[src/rtl/variable_node_if.sv]
// Handshake bundle for the degree-3 variable node: input vector side and
// beta/decision output side.
interface variable_node_if;
  logic       in_valid;
  logic       in_ready;
  logic [5:0] llr;
  logic [5:0] alpha1;
  logic [5:0] alpha2;
  logic [5:0] alpha3;
  logic       out_valid;
  logic       out_ready;
  logic [5:0] beta1;
  logic [5:0] beta2;
  logic [5:0] beta3;
  logic [2:0] beta_sat;
  logic       decision;

  modport master (
    output in_valid, llr, alpha1, alpha2, alpha3, out_ready,
    input  in_ready, out_valid, beta1, beta2, beta3, beta_sat, decision
  );

  modport slave (
    input  in_valid, llr, alpha1, alpha2, alpha3, out_ready,
    output in_ready, out_valid, beta1, beta2, beta3, beta_sat, decision
  );
endinterface

[src/rtl/variable_node.sv]
// Degree-3 min-sum variable node: two-stage valid/ready pipeline turning
// LLR + three alphas (2.4) into three saturated betas (3.3) and a hard bit.

// Per-edge extrinsic: (total - alpha) / 2 with floor, clipped to 6-bit 3.3.
module vn_beta (
  input  logic signed [8:0] total_i,
  input  logic [5:0]        alpha_i,
  output logic [5:0]        beta_o,
  output logic              sat_o
);
  logic signed [8:0] ext;
  logic signed [8:0] shr;

  assign ext    = total_i - $signed({{3{alpha_i[5]}}, alpha_i});
  assign shr    = ext >>> 1;
  // Fits in 6 bits only when the top four bits are all copies of the sign.
  assign sat_o  = ~((&shr[8:5]) | ~(|shr[8:5]));
  assign beta_o = sat_o ? (shr[8] ? 6'h20 : 6'h1F) : shr[5:0];
endmodule

module variable_node (
  input  logic           clk,
  input  logic           rst_n,
  variable_node_if.slave vn
);
  localparam int DEG = 3;

  logic [1:0]            vld_q;   // [0] = stage 1, [1] = stage 2
  logic                  en1, en2;

  logic signed [8:0]     total_d, total_q;
  logic [DEG-1:0][5:0]   alpha_d, alpha_q;
  logic [DEG-1:0][5:0]   beta_d, beta_q;
  logic [DEG-1:0]        sat_d, sat_q;
  logic                  dec_q;

  assign en2         = !vld_q[1] || vn.out_ready;
  assign en1         = !vld_q[0] || en2;
  assign vn.in_ready = en1;

  assign alpha_d = {vn.alpha3, vn.alpha2, vn.alpha1};
  assign total_d = $signed({{2{vn.llr[5]}}, vn.llr, 1'b0})
                 + $signed({{3{vn.alpha1[5]}}, vn.alpha1})
                 + $signed({{3{vn.alpha2[5]}}, vn.alpha2})
                 + $signed({{3{vn.alpha3[5]}}, vn.alpha3});

  for (genvar g = 0; g < DEG; g++) begin : g_edge
    vn_beta u_beta (
      .total_i (total_q),
      .alpha_i (alpha_q[g]),
      .beta_o  (beta_d[g]),
      .sat_o   (sat_d[g])
    );
  end

  always_ff @(posedge clk) begin
    if (!rst_n) begin
      vld_q   <= '0;
      total_q <= '0;
      alpha_q <= '0;
      beta_q  <= '0;
      sat_q   <= '0;
      dec_q   <= 1'b0;
    end else begin
      if (en1) begin
        vld_q[0] <= vn.in_valid;
        total_q  <= total_d;
        alpha_q  <= alpha_d;
      end
      if (en2) begin
        vld_q[1] <= vld_q[0];
        beta_q   <= beta_d;
        sat_q    <= sat_d;
        dec_q    <= total_q[8];
      end
    end
  end

  assign vn.out_valid = vld_q[1];
  assign vn.beta1     = beta_q[0];
  assign vn.beta2     = beta_q[1];
  assign vn.beta3     = beta_q[2];
  assign vn.beta_sat  = sat_q;
  assign vn.decision  = dec_q;
endmodule

[src/flat_wrapper.sv]
// flat-port wrapper written by rule: the top's interface ports become plain ports
module variable_node_flat 
  (clk, rst_n, vn_in_valid, vn_llr, vn_alpha1, vn_alpha2, vn_alpha3, vn_out_ready, vn_in_ready, vn_out_valid, vn_beta1, vn_beta2, vn_beta3, vn_beta_sat, vn_decision);
  variable_node_if vn_i ();
  input  logic clk;
  input  logic rst_n;
  input wire logic [$bits(vn_i.in_valid)-1:0] vn_in_valid;
  input wire logic [$bits(vn_i.llr)-1:0] vn_llr;
  input wire logic [$bits(vn_i.alpha1)-1:0] vn_alpha1;
  input wire logic [$bits(vn_i.alpha2)-1:0] vn_alpha2;
  input wire logic [$bits(vn_i.alpha3)-1:0] vn_alpha3;
  input wire logic [$bits(vn_i.out_ready)-1:0] vn_out_ready;
  output wire logic [$bits(vn_i.in_ready)-1:0] vn_in_ready;
  output wire logic [$bits(vn_i.out_valid)-1:0] vn_out_valid;
  output wire logic [$bits(vn_i.beta1)-1:0] vn_beta1;
  output wire logic [$bits(vn_i.beta2)-1:0] vn_beta2;
  output wire logic [$bits(vn_i.beta3)-1:0] vn_beta3;
  output wire logic [$bits(vn_i.beta_sat)-1:0] vn_beta_sat;
  output wire logic [$bits(vn_i.decision)-1:0] vn_decision;
  assign vn_i.in_valid = vn_in_valid;
  assign vn_i.llr = vn_llr;
  assign vn_i.alpha1 = vn_alpha1;
  assign vn_i.alpha2 = vn_alpha2;
  assign vn_i.alpha3 = vn_alpha3;
  assign vn_i.out_ready = vn_out_ready;
  assign vn_in_ready = vn_i.in_ready;
  assign vn_out_valid = vn_i.out_valid;
  assign vn_beta1 = vn_i.beta1;
  assign vn_beta2 = vn_i.beta2;
  assign vn_beta3 = vn_i.beta3;
  assign vn_beta_sat = vn_i.beta_sat;
  assign vn_decision = vn_i.decision;
  variable_node u_core (.clk(clk), .rst_n(rst_n), .vn(vn_i));
endmodule
[config.mk]
export PLATFORM = sky130hd
export DESIGN_NAME = variable_node_flat
export DESIGN_NICKNAME = d
export VERILOG_FILES = /design/src/rtl/variable_node_if.sv /design/src/rtl/variable_node.sv /design/src/flat_wrapper.sv
export SDC_FILE = /design/constraint.sdc
export NUM_CORES = 1
export LEC_CHECK = 0
export ABC_AREA = 1
export CORE_MARGIN = 2
export CORE_UTILIZATION = 39
export CTS_CLUSTER_SIZE = 40
export DETAILED_ROUTE_END_ITERATION = 7
export GPL_TIMING_DRIVEN = 0
export SKIP_LAST_GASP = 1
export SLEW_MARGIN = 25
export SYNTH_ARGS = -nofsm -noshare
export SYNTH_HDL_FRONTEND = slang
export SYNTH_SLANG_ARGS = --single-unit
export TNS_END_PERCENT = 100
[constraint.sdc]
create_clock -name clk -period 3.4 [get_ports clk]
set_input_delay 0.34 -clock clk [delete_from_list [all_inputs] [get_ports clk]]
set_output_delay 0.34 -clock clk [all_outputs]
set_load 0.005 [all_outputs]
Word level (Yosys, flattened, before mapping)
Index checks and enable logic that the tools add are counted.
Operators by class
  $lt $le $gt $ge: 0
  shifts and indexed selects: 0
  multipliers: 0
  multiplexer cells: 6
  divide/modulo/power cells: 0
  reduce and logical (&&, ||, !) cells: 10
  equality and inequality tests: 0
  bitwise logic cells: 9
  add/sub/neg operators: 6
Operator list (count)
  6-bit two-way mux: 6
  9-bit by 6-bit subtractor with 9-bit output: 3
  8-bit by 6-bit adder with 9-bit output: 1
  9-bit by 6-bit adder with 9-bit output: 1
  3-bit AND reduction: 3
  3-bit OR reduction: 3
  7-bit by 6-bit adder with 8-bit output: 1
  1-bit inverter: 6
  1-bit bitwise OR: 3
  1-bit zero test: 2
  1-bit logical OR: 2
Word-level totals
  flip-flop bits (word level): 51
  ROM bits: 0
  bits in latches: 0
  logic and storage cells: 42
  memories kept: 0
  output and inout port bits: 24
  bits of input ports: 28
  memory bits (writable): 0

Depth between registers and ports, before layout
  depth after elaboration: 5
  gate-level depth with buffers: 15

Cells and area by module
From an unflattened synthesis, not the netlist that was laid out.
Unflattened totals
  cell total of the unflattened synthesis: 563
  area, all modules: 3950.0 µm²
By module, submodules not included
  variable_node: cells each 300, area each 2452.4 µm², times used 1, seq. area each 1021.0 µm²
  vn_beta (u_core.g_edge[0].u_beta ...): cells each 88, area each 488.0 µm², times used 2, seq. area each 0.0 µm²
  vn_beta (u_core.g_edge[2].u_beta): cells each 87, area each 521.8 µm², times used 1, seq. area each 0.0 µm²

Worst setup path before layout
No wires, ideal clock.
  kind: input port to flip-flop
  from: input vn_alpha3[2]
  to: register u_core.total_q[6]
  library setup time: 0.115 ns
  path buffers: 0
  arrival: 2.555 ns
  path slack: 0.730 ns
  stages: 11
  required time: 3.285 ns
  cell sequence: inv_1 fa_1 fa_1 inv_1 ha_1 fa_1 a21oi_1 o21bai_1 xor2_1 o21ai_0 inv_1
Between the ends
  cells in the longest elaborated chain, start to end: 1
Ends and longest elaborated chain
  from (decl): RTL line flat_wrapper.sv:11  | input wire logic [$bits(vn_i.alpha3)-1:0] vn_alpha3;
  9-bit by 6-bit adder with 9-bit output: RTL line variable_node.sv:45  | + $signed({{3{vn.alpha3[5]}}, vn.alpha3});
  to (signal assigned): RTL line variable_node.sv:67  | total_q <= total_d;
  to (decl): RTL line variable_node.sv:31  | logic signed [8:0] total_d, total_q;
Every way passes these cells.
A chain may end at the register's enable or synchronous reset.

Final worst setup path
Same ends and word-level chain as after synthesis.

==> run summary <==
FP Rows -> 35
Remaining Overflow, GRT -> 0
Root Buffer -> clkbuf_8
RD Place Congestion -> 0.889
H-tree levels -> 2
P&R area growth vs syn -> 19.5%
delay-heaviest family, CP -> adder cells
GRT Util Overall -> 17.9%
Final TNS setup -> 0 ns
largest net degree at the start of global routing -> 14
vias in the first global route -> 3114
slowest CP cell -> fa_1
die height -> 101 um
WL/cell -> 12.8 um
P_sw -> 1.51 mW
crit-path max cell delay -> 0.51 ns
syn avg cell area -> 7.13 um2
DRC viols -> 0
initial DRC count -> 133
post-synth top area cell -> dfxtp_1
WP data required -> 3.60 ns
final setup vio count -> 0
# resized after CTS -> 0
most frequent cells in the layout -> 110 x nand2_1, 85 x inv_1, 51 x dfxtp_1, 50 x clkdlybuf4s50_1, 49 x a21oi_1
hold buffers post-CTS -> 0
Final Slew Violations -> 0
most common cell after layout, fill and taps aside -> nand2_1
outcome -> complete, no violations
static leakage -> 2.17 nW
register area share after synthesis -> 28.0%
post-synthesis cell type count -> 30
Mapped Nets -> 583
drt via density -> 4.83
part of the cycle the worst path needs -> 90.0%
Reg power frac -> 26.7%
Min-Delay Path Class -> reg2reg
normalized max-slew margin -> 68.8%
DP HPWL -> 7.32 mm
peak supply drop -> 0.000189 V
Pre-antenna DRT Iters -> 4
clock network power share -> 9.8%
Die Width -> 101 um
Buf+Inv Stages, Crit Path -> 4
Setup crit end kind -> register
Area contributors post-synth -> dfxtp_1 28%, nand2_1 11%, ha_1 9.3%, fa_1 8.8%, inv_1 8.7%
Final Hold Fails -> 0
CTS tree -> yes
IO Port Bufs -> 50
CTS Buf Count -> 5
PD cells -> 763 mW/mm2
clock sink count -> 51
maximum capacitance violations -> 0
RSZ-0062 raised after global routing -> no
Clk Latency, worst-skew pair -> 0.30 ns
Pwr Total -> 3.33 mW
die area -> 0.0101 mm2
crit-path cells -> clkdlybuf4s50_1 -> inv_1 -> fa_1 -> fa_1 -> inv_1 -> ha_1 -> fa_1 -> a21oi_1 -> o21bai_1 -> xor2_1 -> o21ai_0 -> inv_1
clk_skew -> 0.00612 ns
WS Path Type -> in2reg
Seq cells post-synth -> 51
top-area cell type share of the netlist area -> 28.0%
Synth warnings -> 0
Slew @ Worst Pin -> 0.468 ns
worst-path fanout max -> 3
CP arrival -> 3.26 ns
first-pass GRT wire length -> 14.4 mm
number of I/O pins -> 52
total core area -> 0.00915 mm2
Syn Std Cell Area -> 0.00365 mm2
ratio of cells with drive above 1 in the final layout -> 7.39%
Max Buffers Root-to-Sink -> 2
Gate power share -> 63.5%
post-layout min period -> 3.06 ns
Initial Util -> 39.9%
Setup Buffers After CTS -> 0
Internal -> 1.82 mW
Antenna diodes -> 0
antenna-violating nets left -> 0
Net Sw Frac -> 45.5%
Fmax -> 327 MHz
post-layout net count -> 640
initial antenna violation count -> 0
Synth Instances -> 512
final WL -> 8.70 mm
clock-pin slew on the worst setup and hold paths -> 0.08 ns
type of origin of the critical path -> input pin
DR vias -> 3282
## cells in the mapped netlist, drive strengths merged
cell,count
a21o,1
a21oi,57
a31oi,2
buf,5
clkbuf,7
clkinv,3
dfxtp,51
fa,16
ha,27
inv,86
nand2,130
nand3,22
nand3b,2
nand4,1
nor2,30
nor3,1
o211ai,1
o21a,1
o21ai,47
o21bai,4
xnor2,10
xor2,8
## per-stage QoR
step / instance area, um2 / util (%) / hold WS (ns) / instances / setup slack, ns
after detailed placement: 4290 / 46.9 / 0.455 / 673 / 0.00156
after floorplan: 3650 / - / 0.433 / 512 / 0.730
after CTS: 4360 / 47.7 / 0.467 / 679 / 0.312
after global routing: 4360 / 47.7 / 0.489 / 679 / 0.184
after global placement: 4290 / 46.9 / 0.449 / 673 / 0.0543
final: 4360 / 47.7 / 0.461 / 679 / 0.339
## logic make-up (layout without fill, tap and decap cells)
| family | count (synthesis) | count (layout) | synth area share, % |
|---|---|---|---|
| flip-flops | 51 | 51 | 28.0 |
| adder cells (fa/ha/maj) | 43 | 43 | 18.0 |
| buffers and inverters | 101 | 157 | 10.7 |
| AO/OA/AOI/OAI | 113 | 113 | 17.1 |
| XOR/XNOR | 18 | 18 | 4.32 |
| AND/OR/NAND/NOR | 186 | 186 | 21.9 |
## worst paths after layout
path,from,end,slack [ns],depth (start not counted)
setup / recovery,vn_alpha3[2],u_core.total_q[6],0.34,12
hold / removal,u_core.alpha_q[15],u_core.alpha_q[15],0.46,2
setup reg to reg,u_core.total_q[1],u_core.vn.beta2[4],1.27,12
hold reg to reg,u_core.alpha_q[15],u_core.alpha_q[15],0.46,2
## flip-flops by register name, indices dropped and copies added (netlist names)
register            cells
u_core.vn.beta1         6
u_core.total_q          9
u_core.vn.beta3         6
u_core.alpha_q         18
u_core.vld_q            2
u_core.vn.beta_sat      3
u_core.vn.decision      1
u_core.vn.beta2         6
## layer usage
metal	global-route usage (%)	part of all wire, %	up-vias
met3	2.36	4.0	10
li1	-	-	1732
met1	23.2	49	1462
met2	31.4	46	78
met4	4.32	1.3	0
met5	0	0	-
## cell type report
cell class / instances / area [um2]
Buffer: 12 / 56.3
Clock buffer: 6 / 72.6
Fill cell: 953 / 4790
Inverter: 89 / 334
Multi-Input combinational cell: 360 / 2240
Sequential cell: 51 / 1020
Tap cell: 111 / 139
Timing Repair Buffer: 50 / 500
## tightest hold or removal path, cell delays in order, from the launching register on
cell and delay [ns]:
dfxtp_1 0.30, inv_1 0.06, a21oi_1 0.05
## power by group through the flow
stage	clock [mW]	combinational (mW)	sequential, mW
after CTS	0.336	2.12	0.893
final	0.326	2.11	0.889
after detailed placement	0	2.11	0.905
after global placement	0	2.08	0.903
after global routing	0.354	2.42	0.912
after floorplan	0	1.53	0.879
Power figures use the tool's default switching activity.
